File: config.mk
export PLATFORM = sky130hd
export DESIGN_NAME = cfu_cmd_issuer
export DESIGN_NICKNAME = d
export VERILOG_FILES = /design/src/rtl/cfu_cmd_issuer.sv
export SDC_FILE = /design/constraint.sdc
export NUM_CORES = 1
export LEC_CHECK = 0
export CAP_MARGIN = 20
export CORE_AREA = 3 3 187 189
export CTS_CLUSTER_SIZE = 24
export DETAILED_ROUTE_END_ITERATION = 6
export DIE_AREA = 0 0 190 192
export GPL_TIMING_DRIVEN = 0
export PLACE_DENSITY_LB_ADDON = 0.25
export SLEW_MARGIN = 20
export SYNTH_ARGS = -nofsm -noshare
export SYNTH_HDL_FRONTEND = slang
export SYNTH_SLANG_ARGS = --single-unit
File: constraint.sdc
create_clock -name clk -period 3.4 [get_ports clk]
set_input_delay 0.51 -clock clk [delete_from_list [all_inputs] [get_ports clk]]
set_output_delay 0.51 -clock clk [all_outputs]
set_load 0.01 [all_outputs]
File: src/rtl/cfu_cmd_issuer.sv
// Queues CFU commands, issues them one at a time, and collects each response
// (or a timeout marker when the CFU stays silent) into a response FIFO.
module cfu_cmd_issuer #(
    parameter int DEPTH   = 4,
    parameter int TIMEOUT = 255
) (
    input  logic        clk,
    input  logic        reset,
    input  logic        push_valid,
    output logic        push_ready,
    input  logic [9:0]  push_function_id,
    input  logic [31:0] push_in0,
    input  logic [31:0] push_in1,
    output logic        cmd_valid,
    input  logic        cmd_ready,
    output logic [9:0]  cmd_payload_function_id,
    output logic [31:0] cmd_payload_inputs_0,
    output logic [31:0] cmd_payload_inputs_1,
    input  logic        rsp_valid,
    input  logic [31:0] rsp_payload_outputs_0,
    output logic        rsp_ready,
    output logic        pop_valid,
    input  logic        pop_ready,
    output logic [31:0] pop_data,
    output logic        pop_timeout,
    output logic        busy
);
    localparam int          AW         = $clog2(DEPTH);
    localparam logic [AW:0] FULL_COUNT = (AW + 1)'(DEPTH);
    localparam logic [15:0] TIMER_LAST = 16'(TIMEOUT - 1);

    typedef enum logic [1:0] {IDLE, ISSUE, WAIT_RSP} state_t;

    typedef struct packed {
        logic [9:0]  function_id;
        logic [31:0] in0;
        logic [31:0] in1;
    } cmd_t;

    typedef struct packed {
        logic [31:0] data;
        logic        timeout;
    } rsp_t;

    cmd_t          cmd_mem [DEPTH];
    logic [AW-1:0] cmd_wr_ptr, cmd_rd_ptr;
    logic [AW:0]   cmd_count;
    rsp_t          rsp_mem [DEPTH];
    logic [AW-1:0] rsp_wr_ptr, rsp_rd_ptr;
    logic [AW:0]   rsp_count;

    state_t      state, state_next;
    logic [15:0] timer, timer_next;
    logic        push_fire, cmd_fire, pop_fire, rsp_write;
    rsp_t        rsp_wdata;
    cmd_t        cmd_head;
    rsp_t        rsp_head;

    assign cmd_head = cmd_mem[cmd_rd_ptr];
    assign rsp_head = rsp_mem[rsp_rd_ptr];

    // Handshake outputs are forced to their idle values while reset is held.
    assign push_ready = reset || (cmd_count != FULL_COUNT);
    assign push_fire  = push_valid && push_ready && !reset;
    assign cmd_valid  = !reset && (state == ISSUE);
    assign cmd_fire   = cmd_valid && cmd_ready;
    assign rsp_ready  = !reset && (state == WAIT_RSP);
    assign pop_valid  = !reset && (rsp_count != '0);
    assign pop_fire   = pop_valid && pop_ready;
    assign busy       = !reset && ((state != IDLE) || (cmd_count != '0));

    assign cmd_payload_function_id = cmd_valid ? cmd_head.function_id : '0;
    assign cmd_payload_inputs_0    = cmd_valid ? cmd_head.in0 : '0;
    assign cmd_payload_inputs_1    = cmd_valid ? cmd_head.in1 : '0;
    assign pop_data                = pop_valid ? rsp_head.data : '0;
    assign pop_timeout             = pop_valid && rsp_head.timeout;

    // NOTE: storage arrays are not reset; the counts gate every read path, so stale contents are never visible.
    always_ff @(posedge clk) begin
        if (push_fire) cmd_mem[cmd_wr_ptr] <= {push_function_id, push_in0, push_in1};
        if (rsp_write) rsp_mem[rsp_wr_ptr] <= rsp_wdata;
    end

    always_ff @(posedge clk) begin
        if (reset) begin
            cmd_wr_ptr <= '0;
            cmd_rd_ptr <= '0;
            cmd_count  <= '0;
            rsp_wr_ptr <= '0;
            rsp_rd_ptr <= '0;
            rsp_count  <= '0;
        end else begin
            if (push_fire) cmd_wr_ptr <= cmd_wr_ptr + 1'b1;
            if (cmd_fire)  cmd_rd_ptr <= cmd_rd_ptr + 1'b1;
            if (rsp_write) rsp_wr_ptr <= rsp_wr_ptr + 1'b1;
            if (pop_fire)  rsp_rd_ptr <= rsp_rd_ptr + 1'b1;
            cmd_count <= cmd_count + (AW + 1)'(push_fire) - (AW + 1)'(cmd_fire);
            rsp_count <= rsp_count + (AW + 1)'(rsp_write) - (AW + 1)'(pop_fire);
        end
    end

    always_ff @(posedge clk) begin
        if (reset) begin
            state <= IDLE;
            timer <= '0;
        end else begin
            state <= state_next;
            timer <= timer_next;
        end
    end

    always_comb begin
        // NOTE: every output of this block gets a default first so no path infers a latch.
        state_next = state;
        timer_next = timer;
        rsp_write  = 1'b0;
        rsp_wdata  = '0;
        case (state)
            IDLE: begin
                // Only one command is ever outstanding, so a slot checked here stays free.
                if ((cmd_count != '0) && (rsp_count < FULL_COUNT)) state_next = ISSUE;
            end
            ISSUE: begin
                if (cmd_ready) begin
                    timer_next = '0;
                    state_next = WAIT_RSP;
                end
            end
            WAIT_RSP: begin
                if (rsp_valid) begin
                    rsp_write  = 1'b1;
                    rsp_wdata  = '{data: rsp_payload_outputs_0, timeout: 1'b0};
                    state_next = IDLE;
                end else if (timer == TIMER_LAST) begin
                    rsp_write  = 1'b1;
                    rsp_wdata  = '{data: 32'h0, timeout: 1'b1};
                    state_next = IDLE;
                end else begin
                    timer_next = timer + 16'd1;
                end
            end
            default: state_next = IDLE;
        endcase
    end
endmodule

# After elaboration in Yosys (flattened, before gate mapping)
# Memories as Yosys holds them, arrays and structs flattened. A register that Yosys moved wholly into a read port is not among the register bits.
# Cells that the tools add are included.
[word_totals]
ff_bits = 32
latch_bits = 0
mem_bits_rw = 428
romBits = 0
inputBits = 112
output_inout_bits = 112
elab_cells = 76
n_memories = 2
[classes]
addsub = 9
multipliers = 0
n_div = 0
n_lt_le_gt_ge = 1
eq_ne = 9
shifts = 0
muxes = 27
bitwise = 0
reduce_logical = 20
[mem_list]
columns = ["memory", "words", "width", "rd", "rd_ports_with_merged_regs", "wr", "line_no", "source"]
rows = [
  ["cmd_mem", 4, 74, 1, 1, 1, "45", "cmd_t cmd_mem [DEPTH];"],
  ["rsp_mem", 4, 33, 1, 1, 1, "48", "rsp_t rsp_mem [DEPTH];"],
]
[ops]
columns = ["cell", "n"]
rows = [
  ["2-to-1 mux 32 bit", 3],
  ["2-to-1 mux 33 bit", 2],
  ["2-to-1 mux 16 bit", 3],
  ["case mux 16 bit (2 select lines)", 1],
  ["adder 16 x 1 -> 16 bit, second input constant", 1],
  ["== test 16 x 8 -> 1 bit, second input constant", 1],
  ["2-to-1 mux 2 bit", 8],
  ["logical AND 1 bit", 10],
  ["2-to-1 mux 10 bit", 1],
  ["adder 2 x 1 -> 2 bit, second input constant", 4],
  ["2-to-1 mux 1 bit", 8],
  ["!= test 2 bit, second input constant", 4],
  ["adder 3 x 1 -> 3 bit", 2],
  ["case mux 2 bit (3 select lines)", 1],
  ["nonzero test 3 bit", 2],
  ["subtractor 3 x 1 -> 3 bit", 2],
  ["AND reduction 4 bit", 1],
  ["nonzero test 2 bit", 2],
  ["< comparator 3 bit, second input constant", 1],
  ["!= test 3 x 2 -> 1 bit, second input constant", 1],
  ["!= test 3 bit, second input constant", 1],
  ["AND reduction 3 bit", 1],
  ["== test 2 x 1 -> 1 bit, second input constant", 1],
  ["== test 2 bit, second input constant", 1],
  ["3 further kinds", 4],
]

# Longest topological paths before layout
# Gate-level depths: netlist of the first run.
[logic_depth]
depth_word = 6
ltp_mapped = 14

# Worst setup path before layout of the first run
# Ideal clock, no wire load.
[synth_timing]
kind = "input -> register"
startpoint = "input reset"
endpoint = "memory cmd_mem[0][0] (netlist name), enable pin"
arrival_time_ps = 2650
t_required_ps = 2960
path_slack_ps = 310
stages = 3
path_buffers = 1
path_cell_list = "clkbuf_1 -> nor2_1 -> and2_1"
[synth_via]
elab_chain_len = 5
word_cells_on_any_way = 6
cone_classes = "2 x mux; 4 x reduce/logical"
[synth_rtl]
columns = ["item", "line_no", "source"]
rows = [
  ["from (decl)", "8", "input logic reset,"],
  ["logical OR 1 bit", "63", "assign push_ready = reset || (cmd_count != FULL_COUNT);"],
  ["logical AND 1 bit", "64", "assign push_fire = push_valid && push_ready && !reset;"],
  ["logical AND 1 bit (*)", "64", ""],
  ["2-to-1 mux 1 bit (*)", "80", "if (push_fire) cmd_mem[cmd_wr_ptr] <= {push_function_id, push_in0, push_in1};"],
  ["2-to-1 mux 1 bit (implied by the code) (*)", "80", ""],
  ["to (decl)", "45", ""],
]
# Every way passes the cells marked *; elsewhere a longest branch is shown, timed or not.

==> summary.md, run 1 <==
| Metric | Value |
|---|---|
| CP Cell Sequence | `clkbuf_1 -> buf_4 -> mux4_2 -> and2_1 -> clkdlybuf4s50_1` |
| Hpwl dp | `24240 µm` |
| Commonest non-fill, non-tap cell in the layout | `edfxtp_1` |
| Power after layout | `13500 µW` |
| YS warnings | `0` |
| H-tree depth | `2` |
| Placeable Area | `0.03345 mm²` |
| Gpl congestion | `0.8162` |
| Routed wire length | `around 37000 µm` |
| Max-cap viol count | `0` |
| Hold_ws | `0.4937 ns` |
| F_max | `between 0.3 and 0.4 GHz` |
| Placed inst area | `0.02124 mm²` |
| Setup Viol. Count Final | `0` |
| CP startpoint kind | `register` |
| Syn_area_per_cell | `19.37 µm²` |
| CTS tree | `yes` |
| Share of layout cells above drive strength 1 | `0.1852` |
| WP data required | `between 2 and 3 ns` |
| Slowest-stage cell, CP | `mux4_2` |
| Async SR Flop Fraction | `0` |
| Hold Path Class | `reg -> reg` |
| Ports | `roughly 220` |
| Vias in the first global route | `9969` |
| Design Area, Final | `0.02281 mm²` |
| Synthesized Nets | `1069` |
| CTS Sinks | `464` |
| Yosys reg bits | `464` |
| Largest net degree at the start of global routing | `45` |
| Power per Cell Area | `591.8 mW/mm²` |
| Crit path kind | `reg -> out` |
| Leakage | `0.007488 µW` |
| Endpoints failing hold | `0` |
| 1st-pass router iterations | `5` |
| CP Max Fanout | `10` |
| Row count | `67` |
| Max Slew Vio Count | `0` |
| Clock-pin slew on the worst setup and hold paths | `0.06 ns` |
| Slew HR | `0.5122` |
| Layout Nets | `1352` |
| Via density | `~5.6` |
| Status | `completed` |
| VDD IR max | `450.4 µV` |
| Top cell type by total area after synthesis | `edfxtp_1` |
| Final worst slack | `0.1676 ns` |
| CP Buf/Inv Count | `3` |
| Chip width | `190 µm` |
| Starting Density | `0.5450` |
| Post-DRT Antenna Nets | `0` |
| CTS buffer count | `47` |
| Initial antenna violation count | `5` |
| Yosys top cell area share | `0.7050` |
| Worst EP arrival | `2.72 ns` |
| Tot GR Track Use | `0.2036` |
| Synth unique cells | `42` |
| Die Ht | `192 µm` |
| Top cells by area, synth | `edfxtp_1 71%, mux4_2 13%, and2_1 4.1%` |
| Skew-Pair Late Insertion Delay | `0.54 ns` |
| Hold buffers post-CTS | `0` |
| Synth Flop Type | `edfxtp_1` |
| Clock power frac | `0.367` |
| Port bufs | `between 200 and 250` |
| Clock buffer depth | `3` |
| Slowest stage delay, CP | `approximately 0.52 ns` |
| CP endpoint kind | `output port` |
| Psw | `3053 µW` |
| Synth Instances | `941` |
| Post-synthesis cell area | `0.01823 mm²` |
| Most frequent cells in the layout | `428 x edfxtp_1, 222 x clkdlybuf4s50_1, 111 x and2_1` |
| Drt initial violations | `~670` |
| Sequential area share after synthesis | `0.7445` |
| Family with the most delay on the worst path | `buffers and inverters` |
| RSZ-0062 raised after global routing | `no` |
| GR Overflow Total | `0` |
| Wire per inst | `21.63 µm` |
| Vias | `around 9600` |
| Net Sw Frac | `0.2262` |
| Drt drc | `0` |
| Worst Max-Slew Pin Slew | `0.7317 ns` |
| Pint | `about 10000 µW` |
| Final period utilization | `0.9507` |
| Clock skew | `0.02031 ns` |
| Die area | `0.03648 mm²` |
| First-pass GRT wire length | `56980 µm` |
| Seq pwr share | `0.490` |
| Number of synthesized flops with an enable pin | `between 400 and 500` |
| Root Buffer | `clkbuf_16` |
| Tmin final | `3.232 ns` |
| Area grow syn2layout | `25.13%` |
| Place WS | `-0.7574 ns` |
| Comb pwr share | `0.143` |
worst paths after layout:
path	from	endpoint	slack [ns]	cells after the start
worst max-delay path	register	pop_data[17]	0.17	5
worst min-delay path	timer[15]	timer[15]	0.49	1
worst max register to register	timer[1]	rsp_count[2]	0.22	13
worst min register to register	timer[15]	timer[15]	0.49	1
timing repair:
item,in CTS,in global routing
setup endpoints to repair,94,79
buffers inserted,2,1
pin swaps,2,2
gates resized for setup,18,30
stage by stage:
step | setup TNS, ns | utilization | instances
6_report | 0 | 0.6820 | 1707
5_1_grt | 0 | 0.6820 | 1707
4_1_cts | -2.014 | 0.6807 | 1705
3_5_place_dp | -34.21 | 0.6349 | 1620
3_3_place_gp | -609.29 | 0.6285 | 1612
2_1_floorplan | 0 | - | 941
cells in the mapped netlist, types with 3 or more instances:
| cell | count |
|---|---|
| o21ai_0 | 7 |
| nor3b_1 | 3 |
| nand3_1 | 8 |
| and4_1 | 3 |
| a21oi_1 | 9 |
| xor2_1 | 4 |
| nand4_1 | 3 |
| nor4_1 | 3 |
| a31oi_1 | 5 |
| buf_2 | 9 |
| nand2b_1 | 4 |
| nand2_1 | 20 |
| mux4_2 | 107 |
| nor2_1 | 25 |
| ha_1 | 14 |
| and3_1 | 34 |
| nor3_1 | 12 |
| clkbuf_1 | 36 |
| or2_2 | 3 |
| dfxtp_1 | 36 |
| inv_1 | 13 |
| xnor2_1 | 8 |
| nor2b_1 | 3 |
| nand3b_1 | 3 |
| and2_1 | 119 |
| edfxtp_1 | 428 |
state kept, by name (all words and copies together), names as in the netlist, named ones only:
name,flops
cmd_count,3
rsp_wr_ptr,2
rsp_mem,132
rsp_rd_ptr,2
cmd_wr_ptr,2
cmd_mem,296
cmd_rd_ptr,2
state,2
timer,16
rsp_count,3
power groups by stage:
stage                     Combinational (µW)  Clock (µW)  Sequential (µW)
final                                   1930        4950             6620
after global routing                    2100        5290             6640
after CTS                               1960        5060             6620
after detailed placement                1910           0             6740
after global placement                  1850           0             6760
after floorplan                         1030           0             6730
logic make-up (layout without fill, tap and decap cells):
family                     after synthesis  count (layout)  synth area share
AOI/OAI and AO/OA                       31              31           0.01071
adders and majority gates               16              16           0.01181
and+or+nand+nor                        251             251           0.08161
other                                    0               1                 0
DFF                                    464             464            0.7445
xor gates and xnor gates                12              12          0.005765
buffers and inverters                   59             376           0.01277
muxes                                  108             108            0.1328
layer usage:
metal | wire length, µm | global-route usage | part of all wire
met1 | 14580 | 0.2646 | 0.39
met5 | 62 | 0 | 0.0017
met4 | 827 | 0.05715 | 0.022
met3 | 3093 | 0.05731 | 0.084
met2 | 18350 | 0.3410 | 0.50
area by class of cell:
cell class	count	area, µm²
Sequential cell	464	13570
Fill cell	2138	10640
Multi-Input combinational cell	418	4459
Timing Repair Buffer	234	2455
Clock buffer	58	1217
Tap cell	448	560.5
Clock inverter	25	261.5
Buffer	46	234.0
Inverter	13	48.80
Antenna cell	1	2.502
Note: power is estimated with default switching activity, not from simulation.
==> inputs of run 2 (changes only) <==
==> constraint.sdc (replaced) <==
create_clock -name clk -period 3.4 [get_ports clk]
set_input_delay 0.68 -clock clk [delete_from_list [all_inputs] [get_ports clk]]
set_output_delay 0.68 -clock clk [all_outputs]
set_load 0.01 [all_outputs]
==> run 2 against run 1 <==
Net effect:
- global-route usage about the same
- non-clock buffer count down 1
- combinational power about the same
- sequential share of layout area down 0.071 points
- first-iteration DRC count down 4.9%
- critical path depth up 1
- largest power group unchanged
- count of clock-buffer cells in the layout unchanged
- die area unchanged
- worst hold slack about the same
==> summary.md, run 2 (synthesis results as in run 1) <==
| Metric | Value |
|---|---|
| Status | `completed` |
| Vias | `9524 (-0.32%)` |
| Commonest non-fill, non-tap cell in the layout | `edfxtp_1` |
| Post-DRT Antenna Nets | `0 (unchanged)` |
| Crit path kind | `in -> out` |
| Tot GR Track Use | `0.2037 (about the same)` |
| Power per Cell Area | `591.5 mW/mm² (about the same)` |
| Comb pwr share | `0.143 (about the same)` |
| Routed wire length | `36930 µm (about the same)` |
| Chip width | `190 µm (unchanged)` |
| Clock skew | `0.02055 ns (+0.0002452 ns)` |
| CTS buffer count | `47 (unchanged)` |
| Placeable Area | `0.03345 mm² (unchanged)` |
| Tmin final | `3.275 ns (+0.04230 ns)` |
| CTS Sinks | `464 (unchanged)` |
| VDD IR max | `451.7 µV (+0.28%)` |
| Clock power frac | `0.366 (about the same)` |
| H-tree depth | `2 (unchanged)` |
| Filler cells | `2128 (-0.47%)` |
| F_max | `0.3054 GHz (-1.3%)` |
| WP data required | `2.72 ns (-0.17 ns)` |
| Setup Viol. Count Final | `0 (unchanged)` |
| Layout Cells excl Fill | `1706 (-0.059%)` |
| Final core utilization | `0.6829 (+0.0009350)` |
| Layout Nets | `1351 (-0.074%)` |
| Worst EP arrival | `2.59 ns (-0.13 ns)` |
| Ports | `224 (unchanged)` |
| Port bufs | `223 (unchanged)` |
| Hpwl dp | `24240 µm (unchanged)` |
| Power after layout | `13510 µW (about the same)` |
| Max reg flops | `296 (unchanged)` |
| Vias in the first global route | `9962 (-0.070%)` |
| Most flop-heavy register | `cmd_mem` |
| RSZ-0062 raised after global routing | `no` |
| Share of layout cells above drive strength 1 | `0.1901 (+0.004921)` |
| Cells after DPL | `1620 (unchanged)` |
| Via density | `5.583 (-0.27%)` |
| Root Buffer | `clkbuf_16` |
| Endpoints failing hold | `0 (unchanged)` |
| Clock buffer depth | `3 (unchanged)` |
| Row count | `67 (unchanged)` |
| Starting Density | `0.5450 (unchanged)` |
| Max-cap viol count | `0 (unchanged)` |
| Hold Path Class | `reg -> reg` |
| Leakage | `0.007501 µW (+0.17%)` |
| CP Max Fanout | `10 (unchanged)` |
| Die area | `0.03648 mm² (unchanged)` |
| Drt initial violations | `639 (-4.9%)` |
| Final period utilization | `0.9632 (+0.01244)` |
| Skew-Pair Late Insertion Delay | `0.54 ns (about the same)` |
| CTS tree | `yes` |
| Worst Max-Slew Pin Slew | `0.7111 ns (-0.02058 ns)` |
| Slew HR | `0.5260 (+0.01372)` |
| Area grow syn2layout | `25.31%` |
| Top Registers | `cmd_mem x296, rsp_mem x132, timer x16` |
| Die Ht | `192 µm (unchanged)` |
| Drt drc | `0 (unchanged)` |
| Initial antenna violation count | `5 (unchanged)` |
| Max Slew Vio Count | `0 (unchanged)` |
| Wire per inst | `21.65 µm (+0.10%)` |
| Largest net degree at the start of global routing | `45 (unchanged)` |
| First-pass GRT wire length | `57010 µm (about the same)` |
| GR Overflow Total | `0 (unchanged)` |
| Seq pwr share | `0.491 (about the same)` |
| Placed inst area | `0.02124 mm² (unchanged)` |
| CP startpoint kind | `input port` |
| Psw | `3053 µW (about the same)` |
| Net Sw Frac | `0.2259 (-0.0002421)` |
| 1st-pass router iterations | `5 (unchanged)` |
| CP endpoint kind | `output port` |
| Design Area, Final | `0.02284 mm² (+0.14%)` |
| Most frequent cells in the layout | `428 x edfxtp_1, 222 x clkdlybuf4s50_1, 111 x and2_1` |
| Gpl congestion | `0.8162 (unchanged)` |
| Hold_ws | `0.4937 ns (+0.000001000 ns)` |
| Pint | `10460 µW (+0.12%)` |
| Clock-pin slew on the worst setup and hold paths | `0.06 ns (about the same)` |
| Hold buffers post-CTS | `0 (unchanged)` |
## run 2: changes by cell type in the layout (fill, tap and decap cells not counted)
cell	before	now
dlygate4sd2_1	0	1
clkbuf_2	15	17
clkbuf_4	4	2
buf_6	0	7
dlymetal6s2s_1	1	0
buf_4	10	7
dfxtp_2	0	2
dfxtp_1	36	34
buf_1	1	0
clkbuf_1	29	25
## run 2: worst paths after layout
check,startpoint,endpoint,slack (ns),cells past startpoint
max,reset,cmd_payload_inputs_0[18],0.13,6
max reg2reg,timer[1],rsp_count[2],0.26,13
min reg2reg,timer[15],timer[15],0.49,1
min,timer[15],timer[15],0.49,1
## run 2: final cells by class
type,count,area (µm²),area share
clock inverters,25,261.5,0.01145
plain buffers,45,266.5,0.01167
inverters,13,48.80,0.002136
well taps,448,560.5,0.02454
multi-input cells,418,4459,0.1952
repair buffers,234,2451,0.1073
diodes,1,2.502,0.0001095
clock buffers,58,1217,0.05329
flip-flops and latches,464,13580,0.5943
## run 2: per-layer routing
| layer | GRT usage | share of wire |
|---|---|---|
| met5 | 0 | 0.0017 |
| met3 | 0.05731 | 0.079 |
| met1 | 0.2648 | 0.40 |
| met4 | 0.05715 | 0.022 |
| met2 | 0.3411 | 0.50 |
## run 2: worst max-delay path, stage by stage
cell and delay (ns):
dlygate4sd2_1 0.34, nor3b_4 0.32, buf_4 0.25, clkbuf_4 0.24
and2_1 0.14, clkdlybuf4s50_1 0.63
## run 2: through the flow
stage	setup WS (ns)	TNS (ns)
finish	0.1253	0
global route	0.003293	0
CTS	0.007908	0
detailed placement	-1.097	-68.14
global placement	-1.996	-693.01
floorplan	0.1398	0
## run 2: power by group through the flow
| stage | registers [µW] | clock network [µW] | logic, µW |
|---|---|---|---|
| 3_3_place_gp | 6760 | 0 | 1850 |
| 6_report | 6630 | 4950 | 1930 |
| 3_5_place_dp | 6740 | 0 | 1910 |
| 5_1_grt | 6650 | 5290 | 2110 |
| 2_1_floorplan | 6730 | 0 | 1030 |
| 4_1_cts | 6630 | 5060 | 1970 |
## run 2: repair_timing
action                                  4_1_cts  5_1_grt
endpoints found under the setup margin      110       77
pin swaps                                     2        2
setup buffers                                 2        1
resized for setup                            43       12
